File: src/rtl/dmem_ctrl.sv
// Two-port load/store controller for a word-wide data memory: round-robin arbitration,
// sub-word loads with sign/zero extension, and read-modify-write for byte/half stores.
module dmem_ctrl #(
    parameter int ADDR_W = 11
) (
    input  logic              clk,
    input  logic              rst,
    input  logic              p0_req,
    input  logic              p0_we,
    input  logic [31:0]       p0_addr,
    input  logic [1:0]        p0_size,
    input  logic              p0_sign,
    input  logic [31:0]       p0_wdata,
    output logic              p0_done,
    output logic              p0_err,
    output logic [31:0]       p0_rdata,
    input  logic              p1_req,
    input  logic              p1_we,
    input  logic [31:0]       p1_addr,
    input  logic [1:0]        p1_size,
    input  logic              p1_sign,
    input  logic [31:0]       p1_wdata,
    output logic              p1_done,
    output logic              p1_err,
    output logic [31:0]       p1_rdata,
    output logic              mem_ena,
    output logic              mem_wena,
    output logic [ADDR_W-1:0] mem_addr,
    output logic [31:0]       mem_wdata,
    output logic [1:0]        mem_data_bit,
    input  logic [31:0]       mem_rdata,
    output logic [1:0]        dbg_state
);
    // Handshake: a port holds pN_req (with stable fields until grant) and gets exactly one
    // pN_done pulse per request; pN_err/pN_rdata are meaningful only while pN_done is high.
    typedef enum logic [1:0] {
        S_IDLE = 2'd0,
        S_ACC  = 2'd1,
        S_WR   = 2'd2,
        S_RESP = 2'd3
    } state_t;

    localparam logic [1:0] SZ_BYTE = 2'b00;
    localparam logic [1:0] SZ_HALF = 2'b01;
    localparam logic [1:0] SZ_ILL  = 2'b10;
    localparam logic [1:0] SZ_WORD = 2'b11;

    state_t      state_q, state_d;
    logic        rr_q, rr_d;        // port preferred on the next contested grant
    logic        port_q, port_d;
    logic        we_q, we_d;
    logic [31:0] addr_q, addr_d;
    logic [1:0]  size_q, size_d;
    logic        sign_q, sign_d;
    logic [31:0] wdata_q, wdata_d;
    logic        err_q, err_d;
    logic [31:0] res_q, res_d;
    logic [31:0] merge_q, merge_d;
    logic [31:0] hold0_q, hold0_d;
    logic [31:0] hold1_q, hold1_d;

    logic        gnt_port;
    logic        sel_we;
    logic [31:0] sel_addr;
    logic [1:0]  sel_size;
    logic        sel_sign;
    logic [31:0] sel_wdata;
    logic        sel_bad;

    always_comb begin
        gnt_port  = (p0_req && p1_req) ? rr_q : p1_req;
        sel_we    = gnt_port ? p1_we    : p0_we;
        sel_addr  = gnt_port ? p1_addr  : p0_addr;
        sel_size  = gnt_port ? p1_size  : p0_size;
        sel_sign  = gnt_port ? p1_sign  : p0_sign;
        sel_wdata = gnt_port ? p1_wdata : p0_wdata;
        sel_bad   = (sel_size == SZ_ILL)
                 || ((sel_size == SZ_HALF) && sel_addr[0])
                 || ((sel_size == SZ_WORD) && (sel_addr[1:0] != 2'b00))
                 || (sel_addr[31:ADDR_W+2] != '0);
    end

    logic [7:0]  ld_byte;
    logic [15:0] ld_half;
    logic [31:0] ld_val;
    logic [31:0] merged;

    always_comb begin
        ld_byte = mem_rdata[{addr_q[1:0], 3'b000} +: 8];
        ld_half = mem_rdata[{addr_q[1], 4'b0000} +: 16];
        case (size_q)
            SZ_BYTE: ld_val = {{24{sign_q & ld_byte[7]}}, ld_byte};
            SZ_HALF: ld_val = {{16{sign_q & ld_half[15]}}, ld_half};
            default: ld_val = mem_rdata;
        endcase
        merged = merge_q;
        if (size_q == SZ_BYTE) begin
            merged[{addr_q[1:0], 3'b000} +: 8] = wdata_q[7:0];
        end else begin
            merged[{addr_q[1], 4'b0000} +: 16] = wdata_q[15:0];
        end
    end

    always_comb begin
        state_d = state_q;
        rr_d    = rr_q;
        port_d  = port_q;
        we_d    = we_q;
        addr_d  = addr_q;
        size_d  = size_q;
        sign_d  = sign_q;
        wdata_d = wdata_q;
        err_d   = err_q;
        res_d   = res_q;
        merge_d = merge_q;
        hold0_d = hold0_q;
        hold1_d = hold1_q;
        case (state_q)
            S_IDLE: begin
                if (p0_req || p1_req) begin
                    port_d  = gnt_port;
                    we_d    = sel_we;
                    addr_d  = sel_addr;
                    size_d  = sel_size;
                    sign_d  = sel_sign;
                    wdata_d = sel_wdata;
                    err_d   = sel_bad;
                    res_d   = '0;
                    state_d = S_ACC;
                end
            end
            S_ACC: begin
                // Rejected requests spend this cycle without touching memory so every
                // single-access response lands at the same latency.
                if (err_q) begin
                    state_d = S_RESP;
                end else if (!we_q) begin
                    res_d   = ld_val;
                    state_d = S_RESP;
                end else if (size_q == SZ_WORD) begin
                    state_d = S_RESP;
                end else begin
                    merge_d = mem_rdata;
                    state_d = S_WR;
                end
            end
            S_WR: begin
                state_d = S_RESP;
            end
            S_RESP: begin
                rr_d = ~port_q;
                if (port_q) begin
                    hold1_d = res_q;
                end else begin
                    hold0_d = res_q;
                end
                state_d = S_IDLE;
            end
            default: state_d = S_IDLE;
        endcase
    end

    always_comb begin
        mem_ena   = 1'b0;
        mem_wena  = 1'b0;
        mem_wdata = '0;
        mem_addr  = addr_q[ADDR_W+1:2];
        p0_done   = 1'b0;
        p1_done   = 1'b0;
        case (state_q)
            S_ACC: begin
                mem_ena = !err_q;
                if (!err_q && we_q && (size_q == SZ_WORD)) begin
                    mem_wena  = 1'b1;
                    mem_wdata = wdata_q;
                end
            end
            S_WR: begin
                mem_ena   = 1'b1;
                mem_wena  = 1'b1;
                mem_wdata = merged;
            end
            S_RESP: begin
                p0_done = !port_q;
                p1_done = port_q;
            end
            default: ;
        endcase
        // A reset cycle abandons the transaction: no strobe, no write, no response.
        if (rst) begin
            mem_ena   = 1'b0;
            mem_wena  = 1'b0;
            mem_wdata = '0;
            mem_addr  = '0;
            p0_done   = 1'b0;
            p1_done   = 1'b0;
        end
    end

    assign p0_err       = p0_done & err_q;
    assign p1_err       = p1_done & err_q;
    assign p0_rdata     = p0_done ? res_q : hold0_q;
    assign p1_rdata     = p1_done ? res_q : hold1_q;
    assign mem_data_bit = 2'b11;
    assign dbg_state    = state_q;

    always_ff @(posedge clk) begin
        if (rst) begin
            state_q <= S_IDLE;
            rr_q    <= 1'b0;
            port_q  <= 1'b0;
            we_q    <= 1'b0;
            addr_q  <= '0;
            size_q  <= '0;
            sign_q  <= 1'b0;
            wdata_q <= '0;
            err_q   <= 1'b0;
            res_q   <= '0;
            merge_q <= '0;
            hold0_q <= '0;
            hold1_q <= '0;
        end else begin
            state_q <= state_d;
            rr_q    <= rr_d;
            port_q  <= port_d;
            we_q    <= we_d;
            addr_q  <= addr_d;
            size_q  <= size_d;
            sign_q  <= sign_d;
            wdata_q <= wdata_d;
            err_q   <= err_d;
            res_q   <= res_d;
            merge_q <= merge_d;
            hold0_q <= hold0_d;
            hold1_q <= hold1_d;
        end
    end
endmodule

File: config.mk
export PLATFORM = sky130hd
export DESIGN_NAME = dmem_ctrl
export DESIGN_NICKNAME = d
export VERILOG_FILES = /design/src/rtl/dmem_ctrl.sv
export SDC_FILE = /design/constraint.sdc
export NUM_CORES = 1
export LEC_CHECK = 0
export CAP_MARGIN = 40
export CORE_UTILIZATION = 51
export CTS_CLUSTER_SIZE = 14
export DETAILED_ROUTE_END_ITERATION = 16
export PLACE_DENSITY = 0.86
export SLEW_MARGIN = 20
export SYNTH_ARGS = -nofsm -noshare
export SYNTH_HDL_FRONTEND = slang
export SYNTH_SLANG_ARGS = --single-unit
File: constraint.sdc
create_clock -name clk -period 5.3 [get_ports clk]
set_clock_uncertainty 0.2 [all_clocks]
set_input_delay 1.06 -clock clk [delete_from_list [all_inputs] [get_ports clk]]
set_output_delay 1.06 -clock clk [all_outputs]
set_load 0.1 [all_outputs]
### Word level (Yosys, flattened, before mapping)

Index checks and enable logic that the tools add are counted.
W data, S select, Z words.

* word-level logic and storage cells: 94
* bits in registers: 182

* shift-type cells: 6
* $add $sub $neg: 2
* muxes and demuxes: 34
* reductions and logical operators: 21
* equality and inequality tests: 11
* bitwise operators: 7

Operators with widths (number)
* $mux W32: 10
* $pmux W32 S2: 3
* $bwmux W32: 2
* $shift A16 B7 Y32 const A: 1
* $shift A8 B7 Y32 const A: 1
* $shiftx A16 B7 Y32: 1
* $shiftx A32 B6 Y16: 1
* $shiftx A32 B6 Y8: 1
* $shiftx A8 B7 Y32: 1
* $reduce_bool A19 Y1: 1
* $neg A5 Y7: 2
* $mux W1: 13
* $mux W11: 1
* $eq A2 B2 Y1 const B: 5
* $pmux W2 S4: 1
* $reduce_and A4 Y1: 2
* $eq A2 B1 Y1 const B: 3
* $ne A2 B2 Y1 const B: 3
* $reduce_and A2 Y1: 3
* $logic_and A1 B1 Y1: 5
* $and A1 B1 Y1: 4
* $logic_not A2 Y1: 2
* $logic_or A1 B1 Y1: 4
* $mux W2: 2
* other kinds (4): 9

### Depth between registers and ports, before layout

Gate-level depths: netlist of the first run.

* word-level depth: 8
* depth in mapped cells: 9
* depth with buffers taken out: 7

### Least setup slack after synthesis of the first run

No wires, ideal clock.

* path type: register -> output
* start point: reg state_q[1], in the netlist dbg_state[1]
* end point: out mem_wdata[16]
* stages on the path, launching flop included: 6
* slack: 111 ps
* data arrival time: 3929 ps
* buffers on the path: 0
* cells stage by stage: dfxtp_1 inv_1 ha_1 nor2b_1 nand2_1 o21ai_0

* word-level cells in the longest chain between the ends: 3
* elaborated cells on any way between the ends: 4
* classes of those cells: 2 x eq/ne; 2 x mux

Ends and longest elaborated chain
* from (decl): RTL line 48 `state_t state_q, state_d;`
* from (signal assigned): RTL line 223 `state_q <= state_d;`
* $eq A2 B2 Y1 or $eq A2 B1 Y1 (tied branches): RTL line 170 `case (state_q)`
* $pmux W32 S2 (*): RTL line 170
* $mux W32 (*): RTL line 190 `if (rst) begin`
* to (decl): RTL line 29 `output logic [31:0] mem_wdata,`

Every way passes the cells marked *; elsewhere a longest branch is shown, timed or not.

### Worst setup path after layout of the first run

* start point: reg addr_q[1]
* end point: out mem_wdata[30]

* word-level cells in the longest chain between the ends: 6
* elaborated cells on any way between the ends: 11
* classes of those cells: 2 x add/sub; 4 x shift; 5 x mux

Ends and longest elaborated chain
* from (decl): RTL line 52 `logic [31:0] addr_q, addr_d;`
* from (signal assigned): RTL line 227 `addr_q <= addr_d;`
* $neg A5 Y7 (on tied branches): RTL line 100, 98
* $shiftx A16 B7 Y32 (tied with other cells): RTL line 100 `merged[{addr_q[1], 4'b0000} +: 16] = wdata_q[15:0];`
* $bwmux W32 (on tied branches): RTL line 100, 98
* $mux W32 (*): RTL line 97 `if (size_q == SZ_BYTE) begin`
* $pmux W32 S2 (*): RTL line 170
* $mux W32 (*): RTL line 190

Marks and branches as above.

==> results of run 1 <==
==> final timing paths <==
| check | to | slack, ns | startpoint |
|---|---|---|---|
| setup / recovery | mem_wdata[30] | 0.92 | addr_q[1]$_SDFFE_PP0P_ |
| hold / removal | hold1_q[25]$_SDFFE_PP0P_ | 0.27 | hold1_q[25]$_SDFFE_PP0P_ |
| setup reg to reg | res_q[10]$_SDFFE_PP0P_ | 2.58 | addr_q[1]$_SDFFE_PP0P_ |
| hold reg to reg | hold1_q[25]$_SDFFE_PP0P_ | 0.27 | hold1_q[25]$_SDFFE_PP0P_ |
==> stage by stage <==
step | cell area (um^2) | cells | setup WS [ns] | total power [mW] | util [%]
after floorplan | 9070 | 983 | 0.111 | 3.26 | -
after global placement | 12300 | 1427 | 1.12 | 3.80 | 71.1
after detailed placement | 12500 | 1438 | 1.05 | 3.96 | 72.2
after CTS | 13100 | 1470 | 0.943 | 5.23 | 75.7
after global routing | 13200 | 1472 | 0.730 | 5.52 | 75.9
final | 13200 | 1472 | 0.919 | 5.27 | 75.9
==> critical path: cells and delay by family (launching register included) <==
family / cells / cell delay (ns)
fa+ha+maj: 1 / 0.24
compound gates: 3 / 0.69
buf+inv: 3 / 0.91
simple gates: 1 / 0.47
flops: 1 / 0.36
==> flip-flops by register name, indices dropped and copies added (netlist names) <==
signal and flops:
addr_q 13, dbg_state 2, err_q 1, hold0_q 32, hold1_q 32, merge_q 32, port_q 1, res_q 32
rr_q 1, sign_q 1, size_q 2, wdata_q 32, we_q 1
==> cell families (layout without fill, tap and decap cells) <==
family / Yosys count / count (layout)
compound gates: 308 / 308
buf+inv: 94 / 357
fa+ha+maj: 9 / 9
other cells: 1 / 3
flops: 182 / 182
simple gates: 248 / 248
mux: 140 / 140
==> per-layer routing <==
layer	vias to the layer above	track usage, %
met5	-	0
met4	0	16.7
met3	57	7.00
met2	389	56.6
met1	4123	39.2
li1	4122	-
==> layout make-up <==
class                      count  area (um^2)
antenna                        1         2.50
clock buffer                  17          425
clock inverter                15          185
fill                        1192         4180
inverter                      12         45.0
multi-input combinational    707         5040
sequential                   182         3640
tap                          225          282
timing repair buffer         313         3550
==> cell usage in the layout, fill, tap and decap left out, types with 4 or more instances in the layout <==
cell type	synthesis	layout
nand2b_1	4	4
clkinv_8	0	7
buf_16	0	4
inv_1	11	11
a22o_1	90	90
mux2i_1	68	68
a221oi_1	17	17
a21o_1	10	10
a21oi_1	70	68
a22oi_1	8	8
buf_12	1	50
clkbuf_16	0	17
buf_4	3	73
clkdlybuf4s50_1	0	178
o21ai_2	10	10
nor2b_1	17	16
nand2_1	112	112
nor2_1	81	80
mux2_2	71	71
dfxtp_1	182	182
buf_8	0	7
nor3_1	6	6
ha_1	9	9
a211oi_1	49	49
nor4_1	8	8
o21ai_0	32	31
==> power groups by stage <==
stage	Clock [mW]	Combinational, mW	Sequential (mW)
finish	1.27	2.15	1.86
global route	1.34	2.30	1.88
CTS	1.28	2.10	1.84
detailed placement	0	2.09	1.87
global placement	0	1.93	1.86
floorplan	0	1.45	1.81
==> summary.md, run 1 <==
| Metric | Value |
|---|---|
| IO buf count | 286 |
| DRC errors left | 0 |
| GPL Wtd Cong | 0.896 |
| Proportion of power drawn by the clock network | 24.0% |
| First-pass DRT Iterations | 7 |
| RSZ-0062 raised after global routing | no |
| Lkg Pwr | 5.31 nW |
| Yosys Warn Count | 0 |
| CP Launch Type | register |
| Initial antenna violation count | 1 |
| Fraction of synthesized area in multiplexers | 16.5% |
| Avg Cell Area, Syn | 9.23 um^2 |
| TritonCTS Sinks | 182 |
| CP max stage delay | 0.47 ns |
| Crit end category | output pin |
| # IOs | 289 |
| CTS Root Buffer Type | clkbuf_16 |
| Largest family of logic cells by synthesized area | compound AO/OA/AOI/OAI gates |
| GR Overflow Total | 0 |
| WL per Instance | 20.6 um |
| EDFF count, synth | 0 |
| Seq/Total Area, Yosys | 40.2% |
| Synth Register Bits | 182 |
| Relative slew slack | 47.7% |
| Cts repair resizes | 0 |
| Internal power | 3.05 mW |
| Synth Cell Area | 0.00906 mm^2 |
| Layout area overhead | 45.3% |
| Post-layout min period | 4.38 ns |
| Post-Syn Instances | 982 |
| Clk buf depth | 2 |
| Setup-failing EPs final | 0 |
| Adder-cell share of the synthesized area | 1.24% |
| Fin crit share | 82.7% |
| Arrival @ worst endpoint | 3.12 ns |
| Uppermost layer routed | met4 |
| DRT antenna net count | 0 |
| CORE AREA | 0.0174 mm^2 |
| Post-Synth XOR/XNOR Area | 0% |
| Simple-gate portion of the synthesized area | 12.2% |
| Crit-path max FO | 34 |
| Vias in the first global route | 8426 |
| Layout cells sized above 1 | 21.7% |
| Count leader, synth | dfxtp_1 |
| WHS | 0.274 ns |
| Tot GR Track Use | 33.2% |
| Slowest-stage cell, CP | nor4_4 |
| Std-Cell Rows | 48 |
| First-pass GRT wire length | 46200 um |
| Logic gate share of total power | 40.8% |
| Die width | 135 um |
| Worst EP required | 4.04 ns |
| Dpl hpwl | 22600 um |
| Post-synth ARST share | 0% |
| Met2 Routed Length | 15200 um |
| Synth Area in Compound Gates | 25.1% |
| Synth Flop Type | dfxtp_1 |
| Hold-fix buffers at CTS | 0 |
| Met3 WL | 2230 um |
| Final Max Tran Viols | 0 |
| Outcome | finished clean |
| Full die area | 0.0183 mm^2 |
| Insertion delay to the later sink of the worst-skew pair | 0.44 ns |
| Sw Share | 42.2% |
| Clk pin slew, worst setup/hold paths | 0.07 ns |
| Crit-path cells | buf_4, ha_1, clkinv_1, nor4_4, a221oi_1, a21oi_1, a22o_1, buf_12 |
| Sequential power share | 35.2% |
| Hold Vio Cnt, Final | 0 |
| Switch Pwr | 2.23 mW |
| Die Y | 135 um |
| Synth unique cells | 56 |
| Post-CTS Setup Inserts | 0 |
| Synth top area cells | dfxtp_1 40%, mux2_2 8.8%, a22o_1 8.7% |
| Slew of the pin with the lowest slew margin | 0.784 ns |
| H-tree depth | 4 |
| Pwr dens | 400 mW/mm^2 |
| VDD IR max | 0.289 mV |
| Fin Setup TNS | 0 ns |
| Synth top cells by count | 182 x dfxtp_1, 112 x nand2_1, 90 x a22o_1 |
| Max Cap Viol | 0 |
| Vias | 8691 |
| Synth area leader | dfxtp_1 |
| CTS Buf Count | 17 |
| Vias per cell | 5.90 |
| Hold crit path type | reg -> reg |
| Post-synth top area share | 40.2% |
| Wl on met1 | 11900 um |
| Hold Path Depth | 1 |
| CP Class | reg -> out |
| Max Clk Rate | 228 MHz |
| CTS tree | done |
| Nets | 1414 |
| Initial Util | 52.2% |
| Worst R2R Path Depth | 6 |
| Largest net degree at the start of global routing | 67 |
| Final wirelength | 30300 um |
| Iteration-0 DRC Markers | 757 |
No activity file was read; power rests on OpenSTA's default activity.
==> run 2: changes to the inputs <==
- CORE_UTILIZATION: 51 -> 47
- PLACE_DENSITY: 0.86 -> 0.8
- clock period: 5.3 -> 4.2 ns (I/O delays scaled with it)
==> run 2 against run 1 <==
  * Die area up 8.4%
  * Utilization decreased by 3.9 points
  * First-iteration DRC count grew 13%
  * Sequential cell count unchanged
  * Combinational power grew 22%
  * Sequential power rose by 26%
  * Register-to-register slack worse by 0.86 ns
  * Global-route usage decreased by 2.7 points
  * Critical endpoint is now mem_wdata[24]
  * Largest cell class unchanged
  * Largest power group unchanged
==> summary.md, run 2 (synthesis gave the netlist of run 1 again) <==
| Metric | Value |
|---|---|
| Fin crit share | 96.1% |
| Hold Vio Cnt, Final | 0 (unchanged) |
| Worst R2R Setup Slack | 1.72 ns (-0.86 ns) |
| Proportion of power drawn by the clock network | 24.7% (+0.7 points) |
| Crit end category | output pin |
| Arrival @ worst endpoint | 3.00 ns (-0.12 ns) |
| Layout cells sized above 1 | 22.5% (+0.87 points) |
| WHS | 0.274 ns (+0.000193 ns) |
| Crit-path max FO | 8 (-76%) |
| Die Y | 141 um (+4.1%) |
| Post-CTS Setup Inserts | 0 (unchanged) |
| Post-Place Cells | 1469 (+2.2%) |
| DRT antenna net count | 0 (unchanged) |
| RSZ-0062 raised after global routing | no |
| TritonCTS Sinks | 182 (unchanged) |
| Clk buf depth | 2 (unchanged) |
| Vias per cell | 5.76 (-2.5%) |
| First-pass DRT Iterations | 6 (-1) |
| GPL Wtd Cong | 0.912 (+1.8%) |
| Nets | 1410 (-0.28%) |
| CTS Root Buffer Type | clkbuf_16 |
| Layout area overhead | 49.6% |
| Fin area | 0.0136 mm^2 (+2.9%) |
| Hold crit path type | reg -> reg |
| Dpl hpwl | 22700 um (+0.27%) |
| Outcome | finished clean |
| Die width | 141 um (+4.1%) |
| Max Clk Rate | 248 MHz |
| Slowest-stage cell, CP | nor4_4 |
| Sequential power share | 35.5% (+0.3 points) |
| Hold Path Depth | 1 (unchanged) |
| CTS tree | done |
| Commonest non-fill, non-tap cell in the layout | dfxtp_1 |
| Max Cap Viol | 0 (unchanged) |
| Pwr dens | 487 mW/mm^2 (+22%) |
| Clk pin slew, worst setup/hold paths | 0.07 ns (about the same) |
| Slew of the pin with the lowest slew margin | 0.750 ns (-0.0347 ns) |
| DRC errors left | 0 (unchanged) |
| Logic gate share of total power | 39.8% (-1.0 points) |
| Insertion delay to the later sink of the worst-skew pair | 0.43 ns (about the same) |
| # IOs | 289 (unchanged) |
| Full die area | 0.0198 mm^2 (+8.4%) |
| Initial antenna violation count | 0 (-1) |
| CORE AREA | 0.0188 mm^2 (+8.5%) |
| Finished Core Util | 72.0% (-3.9 points) |
| IO buf count | 286 (unchanged) |
| CP Launch Type | register |
| Crit-path cells | inv_1, ha_1, nor4_4, a221oi_1, a21oi_1, a22o_1, buf_12 |
| Final Max Tran Viols | 0 (unchanged) |
| Switch Pwr | 2.71 mW (+22%) |
| Iteration-0 DRC Markers | 858 (+13%) |
| Worst R2R Path Depth | 5 (-1) |
| Tot GR Track Use | 30.5% (-2.7 points) |
| Largest net degree at the start of global routing | 81 (+21%) |
| Vias in the first global route | 8305 (-1.4%) |
| Final Instance Count excl. Fillers | 1502 (+2.0%) |
| Hold-fix buffers at CTS | 0 (unchanged) |
| Cts repair resizes | 0 (unchanged) |
| CP Class | reg -> out |
| Initial Util | 48.1% (-4.1 points) |
| Most frequent cells in the layout | 182 x dfxtp_1, 172 x clkdlybuf4s50_1, 112 x nand2_1, 88 x buf_12, 82 x a22o_1 |
| Internal power | 3.89 mW (+28%) |
| GR Overflow Total | 0 (unchanged) |
| Sw Share | 41.1% (-1.1 points) |
| CTS Buf Count | 17 (unchanged) |
| WL per Instance | 20.1 um (-2.4%) |
| CP max stage delay | 0.60 ns (+0.13 ns) |
| Worst EP required | 3.16 ns (-0.88 ns) |
| Final wirelength | 30200 um (-0.38%) |
| Lkg Pwr | 5.37 nW (+1.1%) |
| Post-layout min period | 4.04 ns |
| First-pass GRT wire length | 46500 um (+0.52%) |
| Setup-failing EPs final | 0 (unchanged) |
| Post-DP Area | 0.0129 mm^2 (+3.3%) |
| Relative slew slack | 50.0% (+2.2 points) |
| VDD IR max | 0.353 mV (+22%) |
| Vias | 8647 (-0.51%) |
| Std-Cell Rows | 50 (+4.2%) |
| H-tree depth | 4 (unchanged) |
| Antenna Cells | 0 (-1) |
[run 2: changes by cell type in the layout (fill, tap and decap cells not counted), moves of 6 or more]
cell	before	now
o21ai_0	31	23
buf_12	50	88
buf_4	73	44
o21ai_1	0	7
buf_8	7	0
a22o_2	0	8
a22o_1	90	82
clkdlybuf4s50_1	178	172
clkinv_8	7	1
[run 2: stage by stage]
| stage | setup TNS, ns | setup slack [ns] | power (mW) |
|---|---|---|---|
| final | 0 | 0.162 | 6.60 |
| after floorplan | -0.400 | -0.0572 | 4.11 |
| after global placement | 0 | 0.705 | 4.82 |
| after CTS | 0 | 0.266 | 6.57 |
| after detailed placement | 0 | 0.667 | 4.95 |
| after global routing | 0 | 0.0876 | 6.93 |
[run 2: area by class of cell]
class                   count  area (um^2)
repair buffers            309         3900
multi-input cells         707         5050
clock buffers              19          433
clock inverters            13          166
flip-flops and latches    182         3640
inverters                  12         45.0
fillers                  1363         5270
well taps                 260          325
[run 2: worst paths after layout]
check	from	to
setup / recovery	addr_q[0]$_SDFFE_PP0P_	mem_wdata[24]
hold / removal	hold1_q[26]$_SDFFE_PP0P_	hold1_q[26]$_SDFFE_PP0P_
setup reg to reg	size_q[0]$_SDFFE_PP0P_	res_q[9]$_SDFFE_PP0P_
hold reg to reg	hold1_q[26]$_SDFFE_PP0P_	hold1_q[26]$_SDFFE_PP0P_
[run 2: metal layers]
layer  wire, um  vias to the layer above  track usage, %  share of wire [%]
li1           -                     4109               -                  -
met1      12200                     4096            37.7                 40
met2      15200                      390            53.2                 50
met3       2060                       52            5.64                6.8
met4        769                        0            10.5                2.5
met5          0                        -               0                  0
[run 2: power by group through the flow]
stage	registers, mW	clock network (mW)	logic, mW
2_1_floorplan	2.28	0	1.83
3_3_place_gp	2.35	0	2.47
3_5_place_dp	2.36	0	2.58
4_1_cts	2.33	1.64	2.60
5_1_grt	2.37	1.72	2.83
6_report	2.35	1.63	2.63
[run 2: worst max-delay path, delay by kind of cell, from the launching register on]
family	cells	cell delay [ns]
buffers and inverters	2	0.37
adders and majority gates	1	0.40
DFF	1	0.47
AOI/OAI and AO/OA	3	0.72
and+or+nand+nor	1	0.60
==> run 3: changes to the inputs <==
- CORE_UTILIZATION: 47 -> 35
- PLACE_DENSITY: 0.8 -> 0.62
==> run 3 against run 2 <==
  * Worst setup slack improved by 0.18 ns
  * Maximum frequency is 4.8% higher
  * Die area rose by 34%
  * Sequential share of layout area down 0.51 points
==> summary.md, run 3 (synthesis gave the netlist of run 1 again) <==
| Metric | Value |
|---|---|
| First-pass DRT Iterations | 5 (-1) |
| CP Launch Type | register |
| Slew of the pin with the lowest slew margin | 0.779 ns (+0.0293 ns) |
| Final Max Tran Viols | 0 (unchanged) |
| Fin area | 0.0138 mm^2 (+1.9%) |
| Max Clk Rate | 260 MHz (+4.8%) |
| DRC errors left | 0 (unchanged) |
| CORE AREA | 0.0253 mm^2 (+34%) |
| TritonCTS Sinks | 182 (unchanged) |
| Hold crit path type | reg -> reg |
| Post-Place Cells | 1542 (+5.0%) |
| Cts repair resizes | 0 (unchanged) |
| Post-CTS Setup Inserts | 0 (unchanged) |
| Vias per cell | 5.32 (-7.6%) |
| Met2 Usage GRT | 38.7% (-14 points) |
| Crit end category | output pin |
| # IOs | 289 (unchanged) |
| H-tree depth | 4 (unchanged) |
| Lkg Pwr | 5.41 nW (+0.73%) |
| Largest net degree at the start of global routing | 89 (+9.9%) |
| Final Instance Count excl. Fillers | 1574 (+4.8%) |
| Initial antenna violation count | 0 (unchanged) |
| Clk pin slew, worst setup/hold paths | 0.07 ns (about the same) |
| Worst EP required | 3.16 ns (about the same) |
| Arrival @ worst endpoint | 2.81 ns (-0.19 ns) |
| Pwr dens | 477 mW/mm^2 (-2.1%) |
| Dpl hpwl | 23400 um (+3.1%) |
| CTS Buf Count | 17 (unchanged) |
| VDD IR max | 0.265 mV (-25%) |
| First-pass GRT wire length | 46900 um (+0.91%) |
| Final WS setup | 0.346 ns (+0.184 ns) |
| Initial Util | 35.8% (-12 points) |
| Vias | 8373 (-3.2%) |
| Nets | 1412 (+0.14%) |
| IO buf count | 286 (unchanged) |
| Relative slew slack | 47.7% (-2.3 points) |
| GRT busiest layer | met2 |
| Layout area overhead | 52.5% |
| Iteration-0 DRC Markers | 793 (-7.6%) |
| Full die area | 0.0265 mm^2 (+34%) |
| Std-Cell Rows | 58 (+16%) |
| Layout cells sized above 1 | 22.7% (+0.20 points) |
| Most frequent cells in the layout | 182 x dfxtp_1, 172 x clkdlybuf4s50_1, 112 x nand2_1, 102 x buf_12, 82 x a22o_1 |
| Antenna Cells | 0 (unchanged) |
| WL per Instance | 19.6 um (-2.8%) |
| Post-DP Area | 0.0132 mm^2 (+2.2%) |
| Hold Vio Cnt, Final | 0 (unchanged) |
| Insertion delay to the later sink of the worst-skew pair | 0.43 ns (about the same) |
| Post-layout min period | 3.85 ns (-0.184 ns) |
| DRT antenna net count | 0 (unchanged) |
| Pre-CTS setup slack | 0.655 ns (-0.0118 ns) |
| Max Cap Viol | 0 (unchanged) |
| CTS tree | done |
| WHS | 0.271 ns (-0.00307 ns) |
| Grt met1 use | 29.2% (-8.5 points) |
| GR Overflow Total | 0 (unchanged) |
| Final wirelength | 30800 um (+1.9%) |
| RSZ-0062 raised after global routing | no |
| GPL Wtd Cong | 0.870 (-4.6%) |
| Commonest non-fill, non-tap cell in the layout | dfxtp_1 |
| Vias in the first global route | 8011 (-3.5%) |
| GR Layer Usage met3 | 6.70% (+1.1 points) |
| Die width | 163 um (+16%) |
| Setup-failing EPs final | 0 (unchanged) |
| CP Class | reg -> out |
| Die Y | 163 um (+16%) |
| CTS Root Buffer Type | clkbuf_16 |
| Outcome | finished clean |
| Tot GR Track Use | 23.3% (-7.2 points) |
| Crit-path max FO | 8 (unchanged) |
| Hold-fix buffers at CTS | 0 (unchanged) |
| Fin crit share | 91.8% (-4.4 points) |
| Number of fillers in the final layout | 2298 (+69%) |
| Clk buf depth | 2 (unchanged) |
[run 3: cell count changes in the layout (fill, tap and decap cells not counted)]
cell / before / now
buf_12: 88 / 102
buf_4: 44 / 35
clkinv_4: 3 / 0
buf_6: 2 / 0
inv_8: 2 / 4
buf_2: 1 / 0
bufinv_16: 2 / 1
clkbuf_1: 2 / 1
clkinv_2: 0 / 1
clkinv_8: 1 / 2
clkinvlp_4: 2 / 3
[run 3: worst paths after layout]
check                                         startpoint                       end  slack (ns)  cells past startpoint
worst max register to register    addr_q[1]$_SDFFE_PP0P_    res_q[10]$_SDFFE_PP0P_        1.62                      6
worst min-delay path            hold1_q[19]$_SDFFE_PP0P_  hold1_q[19]$_SDFFE_PP0P_        0.27                      1
worst min register to register  hold1_q[19]$_SDFFE_PP0P_  hold1_q[19]$_SDFFE_PP0P_        0.27                      1
worst max-delay path              addr_q[1]$_SDFFE_PP0P_             mem_wdata[31]        0.35                      7
[run 3: cell type report]
cell class	count	area, um^2	share of cell area (%)
multi-input cells	707	5050	36.5
repair buffers	311	4080	29.5
flip-flops and latches	182	3640	26.4
clock buffers	18	429	3.10
well taps	330	413	2.99
clock inverters	14	161	1.17
inverters	12	45.0	0.326
[run 3: per-layer routing]
layer  part of all wire (%)  wire (um)
met4                    2.0        621
met2                     48      14800
met5                      0          0
met3                    7.3       2240
met1                     42      13100
[run 3: through the flow]
stage                     TNS (ns)  total power [mW]  utilization, %
after floorplan             -0.400              4.11               -
after global placement           0              4.90            52.0
after detailed placement         0              4.99            52.2
after CTS                        0              6.62            54.6
after global routing             0              6.95            54.6
final                            0              6.59            54.6
[run 3: critical path, stage by stage (launching register included)]
cell and delay (ns):
dfxtp_1 0.33, inv_1 0.24, ha_1 0.35, nor4_4 0.54
a221oi_1 0.20, a21oi_1 0.21, a22o_1 0.30, buf_12 0.21
[run 3: report_power, final]
group / internal [mW] / switching [mW] / total (mW)
sequential: 2.01 / 0.300 / 2.31
clock: 0.849 / 0.771 / 1.62
combinational: 0.988 / 1.68 / 2.66
